[config.mk]
export PLATFORM = sky130hd
export DESIGN_NAME = wam_score_bcd
export DESIGN_NICKNAME = d
export VERILOG_FILES = /design/src/rtl/wam_score_bcd.sv
export SDC_FILE = /design/constraint.sdc
export NUM_CORES = 1
export LEC_CHECK = 0
export BUFFER_PORTS_ARGS = -buffer_cell sky130_fd_sc_hd__buf_2
export CORE_ASPECT_RATIO = 1.2
export CORE_MARGIN = 10
export CORE_UTILIZATION = 40
export CTS_CLUSTER_SIZE = 10
export DETAILED_ROUTE_END_ITERATION = 10
export HOLD_SLACK_MARGIN = 0.08
export SETUP_SLACK_MARGIN = 0.05
export SYNTH_ARGS = -nofsm -noshare
export SYNTH_HDL_FRONTEND = slang
export SYNTH_SLANG_ARGS = --single-unit
[constraint.sdc]
create_clock -name clk -period 10 [get_ports clk]
set_input_delay 0.5 -clock clk [delete_from_list [all_inputs] [get_ports clk]]
set_output_delay 0.5 -clock clk [all_outputs]
set_load 0.03 [all_outputs]
[src/rtl/wam_score_bcd.sv]
// Multi-digit BCD score accumulator for the Whac-A-Mole datapath: multi-hit add with clamp,
// miss decrement with floor, level-up pulse and high-score register.
module wam_score_bcd #(
    parameter int unsigned NCH       = 8,
    parameter int unsigned DIGITS    = 3,
    parameter int unsigned LVL_DIGIT = 1
) (
    input  logic                  clk,
    input  logic                  clr,
    input  logic                  en,
    input  logic [NCH-1:0]        hit,
    input  logic                  miss,
    input  logic                  game_end,
    output logic [4*DIGITS-1:0]   score,
    output logic [4*DIGITS-1:0]   hiscore,
    output logic                  level_up,
    output logic                  sat,
    output logic                  new_hi
);

    localparam int unsigned W = 4 * DIGITS;
    localparam logic [W-1:0] MaxScore = {DIGITS{4'h9}};
    localparam logic [DIGITS:0] LvlMask = {{DIGITS{1'b0}}, 1'b1} << LVL_DIGIT;

    if (NCH < 1 || NCH > 9) begin : g_bad_nch
        $error("wam_score_bcd: NCH must be 1..9");
    end
    if (DIGITS < 1 || DIGITS > 6) begin : g_bad_digits
        $error("wam_score_bcd: DIGITS must be 1..6");
    end
    if (LVL_DIGIT >= DIGITS) begin : g_bad_lvl
        $error("wam_score_bcd: LVL_DIGIT must be below DIGITS");
    end

    logic [NCH-1:0]  hit_q;
    logic [NCH-1:0]  rise;
    logic [3:0]      inc;
    logic [3:0]      net;
    logic            dec;
    logic            add_go;
    logic            sub_go;
    logic [W-1:0]    score_q, score_d;
    logic [W-1:0]    hiscore_q, hiscore_d;
    logic [W-1:0]    add_res;
    logic [W-1:0]    sub_res;
    logic [DIGITS:0] carry;
    logic [DIGITS:0] borrow;
    logic [4:0]      dsum;
    logic [3:0]      addend;
    logic            level_up_q, level_up_d;
    logic            new_hi_q, new_hi_d;
    logic            score_max;

    // Hit edge detection and per-cycle net point count.
    always_comb begin
        rise = hit & ~hit_q;
        inc  = '0;
        for (int i = 0; i < int'(NCH); i++) begin
            inc = inc + {3'b000, rise[i]};
        end
        dec    = miss & en;
        net    = inc - {3'b000, dec};
        add_go = en && (inc > {3'b000, dec});
        sub_go = dec && (inc == 4'd0);
    end

    // Digit 0 absorbs the whole 0..9 increment; higher digits only see a carry.
    always_comb begin
        carry    = '0;
        carry[0] = add_go;
        add_res  = '0;
        dsum     = '0;
        addend   = '0;
        for (int i = 0; i < int'(DIGITS); i++) begin
            addend = (i == 0) ? net : {3'b000, carry[i]};
            dsum   = {1'b0, score_q[4*i +: 4]} + {1'b0, addend};
            if (dsum >= 5'd10) begin
                add_res[4*i +: 4] = dsum[3:0] + 4'd6;
                carry[i+1]        = 1'b1;
            end else begin
                add_res[4*i +: 4] = dsum[3:0];
                carry[i+1]        = 1'b0;
            end
        end
    end

    // A borrow out of the top digit means the score was already zero.
    always_comb begin
        borrow    = '0;
        borrow[0] = 1'b1;
        sub_res   = score_q;
        for (int i = 0; i < int'(DIGITS); i++) begin
            if (borrow[i]) begin
                if (score_q[4*i +: 4] == 4'd0) begin
                    sub_res[4*i +: 4] = 4'd9;
                    borrow[i+1]       = 1'b1;
                end else begin
                    sub_res[4*i +: 4] = score_q[4*i +: 4] - 4'd1;
                    borrow[i+1]       = 1'b0;
                end
            end
        end
    end

    assign score_max = (score_q == MaxScore);

    always_comb begin
        score_d    = score_q;
        hiscore_d  = hiscore_q;
        level_up_d = 1'b0;
        new_hi_d   = 1'b0;
        if (game_end) begin
            score_d = '0;
            // Packed BCD with legal digits orders the same as plain binary.
            if (score_q > hiscore_q) begin
                hiscore_d = score_q;
                new_hi_d  = 1'b1;
            end
        end else if (add_go) begin
            score_d    = carry[DIGITS] ? MaxScore : add_res;
            level_up_d = (|(carry & LvlMask)) && !score_max;
        end else if (sub_go && !borrow[DIGITS]) begin
            score_d = sub_res;
        end
    end

    always_ff @(posedge clk or posedge clr) begin
        if (clr) begin
            hit_q      <= '0;
            score_q    <= '0;
            hiscore_q  <= '0;
            level_up_q <= 1'b0;
            new_hi_q   <= 1'b0;
        end else begin
            hit_q      <= hit;
            score_q    <= score_d;
            hiscore_q  <= hiscore_d;
            level_up_q <= level_up_d;
            new_hi_q   <= new_hi_d;
        end
    end

    assign score    = score_q;
    assign hiscore  = hiscore_q;
    assign level_up = level_up_q;
    assign new_hi   = new_hi_q;
    assign sat      = score_max;

`ifndef SYNTHESIS
    for (genvar g = 0; g < int'(DIGITS); g++) begin : g_bcd_legal
        a_score_digit : assert property (@(posedge clk) disable iff (clr)
            score_q[4*g +: 4] <= 4'd9);
        a_hiscore_digit : assert property (@(posedge clk) disable iff (clr)
            hiscore_q[4*g +: 4] <= 4'd9);
    end
`endif

endmodule

After elaboration in Yosys (flattened, before gate mapping)
Index checks and enable logic that the tools add are counted. W data, S select, Z words.

Register bits after elaboration: 34. Input port bits: 13. Output and inout bits: 27. Logic and storage cells: 73.

Add/subtract/negate cells: 17. $lt $le $gt $ge: 5. Equal/unequal tests: 1. Mux-type cells: 24. Bitwise gates (word level): 3. Reductions and logical operators: 16.

Operators by type and width (number): $mux W12 (4); $mux W4 (8); $add A4 B1 Y4 (4); $logic_not A4 Y1 (4); $ge A5 B4 Y1 const B (3); $add A4 B3 Y4 const B (3); $eq A12 B12 Y1 const B (1); $gt A12 B12 Y1 (1); $mux W1 (12); $sub A4 B1 Y4 const B (3); $add A4 B1 Y5 (2); $reduce_bool A3 Y1 (3); $and A8 B8 Y8 (1); $not A8 Y8 (1); $reduce_and A2 Y1 (3); $add A4 B4 Y5 (1); $add A3 B1 Y4 (1); $gt A4 B1 Y1 (1); $logic_and A1 B1 Y1 (4); $sub A4 B1 Y4 (1); $add A2 B1 Y3 (1); $add A1 B1 Y2 (1); $logic_not A1 Y1 (2); $and A1 B1 Y1 (1).

Depth between registers and ports, before layout
Depth in word-level cells: 22. Gate-level depth with buffers: 32. Depth with buffers taken out: 32.

Worst setup path before layout
Ideal clock, no wire load.

Path type: input to register. Start point: in hit[0]. End point: reg score_q[9], in the netlist score[9]. Arrival: 7494 ps. Slack: 2375 ps. Stages on the path: 29. Cells stage by stage: nor2b_1 -> fa_1 -> inv_1 -> fa_1 -> fa_1 -> inv_1 -> ha_1 -> inv_1 -> fa_1 -> ha_1 -> fa_1 -> xor2_1 -> ha_1 -> a31oi_1 -> o21a_1 -> ha_1 -> ha_1 -> xnor2_1 -> ha_1 -> a21oi_1 -> o31ai_1 -> o21ai_0 -> ha_1 -> ha_1 -> nand2b_1 -> a31oi_1 -> o311ai_1 -> o32a_1 -> o22ai_1.

Cells in the longest elaborated chain, start to end: 21. Elaborated cells between the ends (all ways): 31. Those cells by class: add/sub: 12; order compare: 4; mux: 7; bitwise: 1; reduce/logical: 7.

RTL lines: start, declared (RTL line 11) `input logic [NCH-1:0] hit,`; $and A8 B8 Y8 * (RTL line 56) `rise = hit & ~hit_q;`; $add A1 B1 Y2 * (RTL line 59) `inc = inc + {3'b000, rise[i]};`; $add A2 B1 Y3 * (RTL line 59); $add A3 B1 Y4 * (RTL line 59); $add A4 B1 Y4 * (4 in a row) (RTL line 59); $sub A4 B1 Y4 (RTL line 62) `net = inc - {3'b000, dec};`; $add A4 B4 Y5 (RTL line 76) `dsum = {1'b0, score_q[4*i +: 4]} + {1'b0, addend};`; $ge A5 B4 Y1 (RTL line 77) `if (dsum >= 5'd10) begin`; (+2 left out); $ge A5 B4 Y1 (RTL line 77); $mux W1 (RTL line 77); $add A4 B1 Y5 (RTL line 76); $add A4 B3 Y4 or $ge A5 B4 Y1 (tied branches) (RTL line 78, 77); $mux W4 or $mux W1 (tied branches) (RTL line 77); $mux W12 (RTL line 120) `score_d = carry[DIGITS] ? MaxScore : add_res;`; $mux W12 (RTL line 119) `end else if (add_go) begin`; $mux W12 (RTL line 112) `if (game_end) begin`; end signal, assigned (RTL line 136) `score_q <= score_d;`; end, declared (RTL line 42) `logic [W-1:0] score_q, score_d;`.

Mark *: on every way between the ends. The rest lies on a longest branch, timed or not. A chain may end at the register's enable or synchronous reset.

Worst setup path after layout
Start point: in hit[0]. End point: reg score_q[8], in the netlist score[8].

The elaborated chain is that of the path after synthesis.

==> metrics <==
clock sinks=34; distinct cell type count after synthesis=55; mapped cell area=2760 µm²; htree depth=2; max_slew headroom=a little under a third; Crit. Startpoint=hit[0]; final hold violation count=0; post-CTS sizing=0; First-pass DRT Iterations=4; Worst Setup End Kind=flop; period utilization=between 80% and 90%; total track usage=13.0%; antenna cell count=0; Slew Viols, Final=0; wire per inst=~16 µm; Top Family by Delay on Critical Path=adder cells; first-pass GRT wire length=between 10,000 and 15,000 µm; Placer Congestion=0.869; Final Skew=0.0116 ns; Die Span Y=between 100 and 150 µm; CTS buffer count=5; vias per inst=approximately 5.3; Syn-to-layout area delta=13.7%; Bufs and invs on worst path=4; max_cap viols=0; crit path capture=score[8]$_DFFE_PP0P_; Top FF cell, synth=dfrtp_1; IO Count=40; Reg2Reg Setup Slack=around 1.8 ns; Reg clk slew, reported paths=roughly 0.08 ns; placed cells=approximately 420; clock latency on the worst-skew pair=slightly below 0.3 ns; Seq cells post-synth=34; WP data required=10.20 ns; total die area=10,600 µm²; setup violators final=0; residual DRC count=0; initial core utilization=approximately two fifths; Critical R2R Capture=score[8]$_DFFE_PP0P_; postcts setup bufs=0; CTS tree=done; slowest CP cell=o311ai_1; cts hold-fix bufs=0; Hold Crit Class=in -> async; Worst Reg-to-Reg Cells=29; synthesized area per cell=9.25 µm²; post-synthesis sequential area ratio=between 30 and 40%; Critical Path Start Type=primary input; Layout Utilization=a little under half; Cells after Synth=between 200 and 300; Max clock buf depth=2; die width=95.8 µm; port buffer count=39; Core Region=slightly below 7000 µm²; FMAX=between 0.1 and 0.15 GHz; vias in the first global route=roughly 2,300; TNS Setup=0 ns; pin count of the biggest net entering global routing=35; most used cell, CP=ha_1; layout net count=just under 400; global route total overflow=0; PD cells=308 nW/µm²; detailed-placement wirelength estimate=about 5400 µm; outcome=completed; routed wire length=~6700 µm; crit path max fanout=9; initial DRC count=60; Max IR drop VDD=about 0.00011 V; initial antenna violation count=0; fin crit period=between 8 and 9 ns; layout cell share with drive strength beyond 1=approximately a fifth; crit-path max cell delay=roughly 0.9 ns; Reg2Reg Launch Point=hit_q[1]$_DFF_PP0_; yosys warns=0; Vias=2,277; Placement Rows=33; CP Depth=30; Static Leak=approximately 1.5 nW; root buffer cell=clkbuf_8; crit path DAT=approximately 8.5 ns; EDFF count, synth=0; RSZ-0062 raised after global routing=no; kind of critical path=in -> reg; Mapped Nets=350; Detail Route Antenna Nets=0; Tightest Pin Transition=between 1 and 1.5 ns; fin cells=~430; FFs w/ async S/R, synth=between 90% and 100%
cells in the final DEF (no fill, tap or decap), types with 2 or more instances in the layout:
cell type / n
o21ai_0: 9
a21o_1: 4
o21ai_1: 3
nor4b_1: 2
xnor2_1: 5
nand2_1: 16
o22ai_1: 5
nor3_1: 3
a21oi_1: 27
clkbuf_8: 6
fa_1: 5
a31oi_1: 3
and2_1: 3
or2_2: 2
buf_2: 39
mux2_2: 4
nor3b_1: 3
o31ai_1: 3
a211oi_1: 2
mux2i_1: 10
nor2b_1: 6
dfrtp_1: 34
nand4_1: 6
nor4_1: 2
buf_4: 2
inv_1: 37
ha_1: 34
nand3_1: 9
and3_1: 2
o21a_1: 2
nand2b_1: 13
xor2_1: 4
nor2_1: 9
mux2_1: 2
Yosys cell counts (4+ instances only):
master	instances	area [µm²]
nand2b_1	13	81.3
inv_1	37	139
a21o_1	4	30.0
clkbuf_1	6	22.5
dfrtp_1	34	851
xor2_1	4	35.0
mux2_2	4	45.0
nand4_1	6	37.5
o21ai_0	9	45.0
xnor2_1	5	43.8
nor2_1	9	33.8
o22ai_1	5	31.3
nand2_1	16	60.1
nor2b_1	6	37.5
nand3_1	9	45.0
ha_1	34	425
fa_1	5	100
a21oi_1	27	135
mux2i_1	10	100
registers in the layout (all words and copies together) (netlist names):
name	cells
score	12
hit_q	8
level_up	1
new_hi	1
hiscore	12
per-stage QoR:
stage	area (µm²)	power (mW)	hold slack, ns	setup WS, ns
finish	3140	0.965	0.297	1.75
floorplan	2760	0.707	0.531	2.38
global placement	3040	0.853	0.488	1.67
CTS	3140	0.975	0.319	1.76
global route	3140	1.06	0.316	1.19
detailed placement	3040	0.860	0.497	1.47
power breakdown:
part | total (mW) | internal [mW] | switching [mW]
clock | 0.111 | 0.0554 | 0.0551
combinational | 0.618 | 0.249 | 0.368
sequential | 0.237 | 0.177 | 0.0596
total | 0.965 | 0.482 | 0.483
layer usage:
metal / GRT usage (%) / share of wire, %
met1: 15.1 / 43
met3: 3.18 / 5.6
met2: 22.4 / 50
met5: 0 / 0
met4: 3.74 / 1.3
kinds of logic (layout without fill, tap and decap cells):
group                      count (synthesis)  in the layout  share of synthesized area (%)
DFF                                       34             34                           30.9
muxes                                     16             16                           6.08
and+or+nand+nor                           83             83                           17.2
adders and majority gates                 39             39                           19.1
buffers and inverters                     45             86                           6.31
AOI/OAI and AO/OA                         72             72                           17.6
xor gates and xnor gates                   9              9                           2.86
layout make-up:
type | instances | area, µm²
inverter | 37 | 139
tap | 87 | 109
multi-input combinational | 219 | 1730
timing repair buffer | 41 | 210
fill | 682 | 3630
sequential | 34 | 851
clock buffer | 6 | 82.6
clock inverter | 2 | 12.5
worst min-delay path, delay by kind of cell:
| family | cells | cell delay [ns] |
|---|---|---|
| buffers and inverters | 3 | 0.51 |
worst min path at each step:
stage	startpoint	end	slack [ns]
6_report	clr	score[11]$_DFFE_PP0P_	0.30
3_3_place_gp	hiscore[10]$_DFFE_PP0P_	hiscore[10]$_DFFE_PP0P_	0.49
5_1_grt	hit[1]	hit_q[1]$_DFF_PP0_	0.32
4_1_cts	clr	score[11]$_DFFE_PP0P_	0.32
2_1_floorplan	hit[0]	hit_q[0]$_DFF_PP0_	0.53
3_5_place_dp	hiscore[10]$_DFFE_PP0P_	hiscore[10]$_DFFE_PP0P_	0.50
No activity file was read; power rests on OpenSTA's default activity.
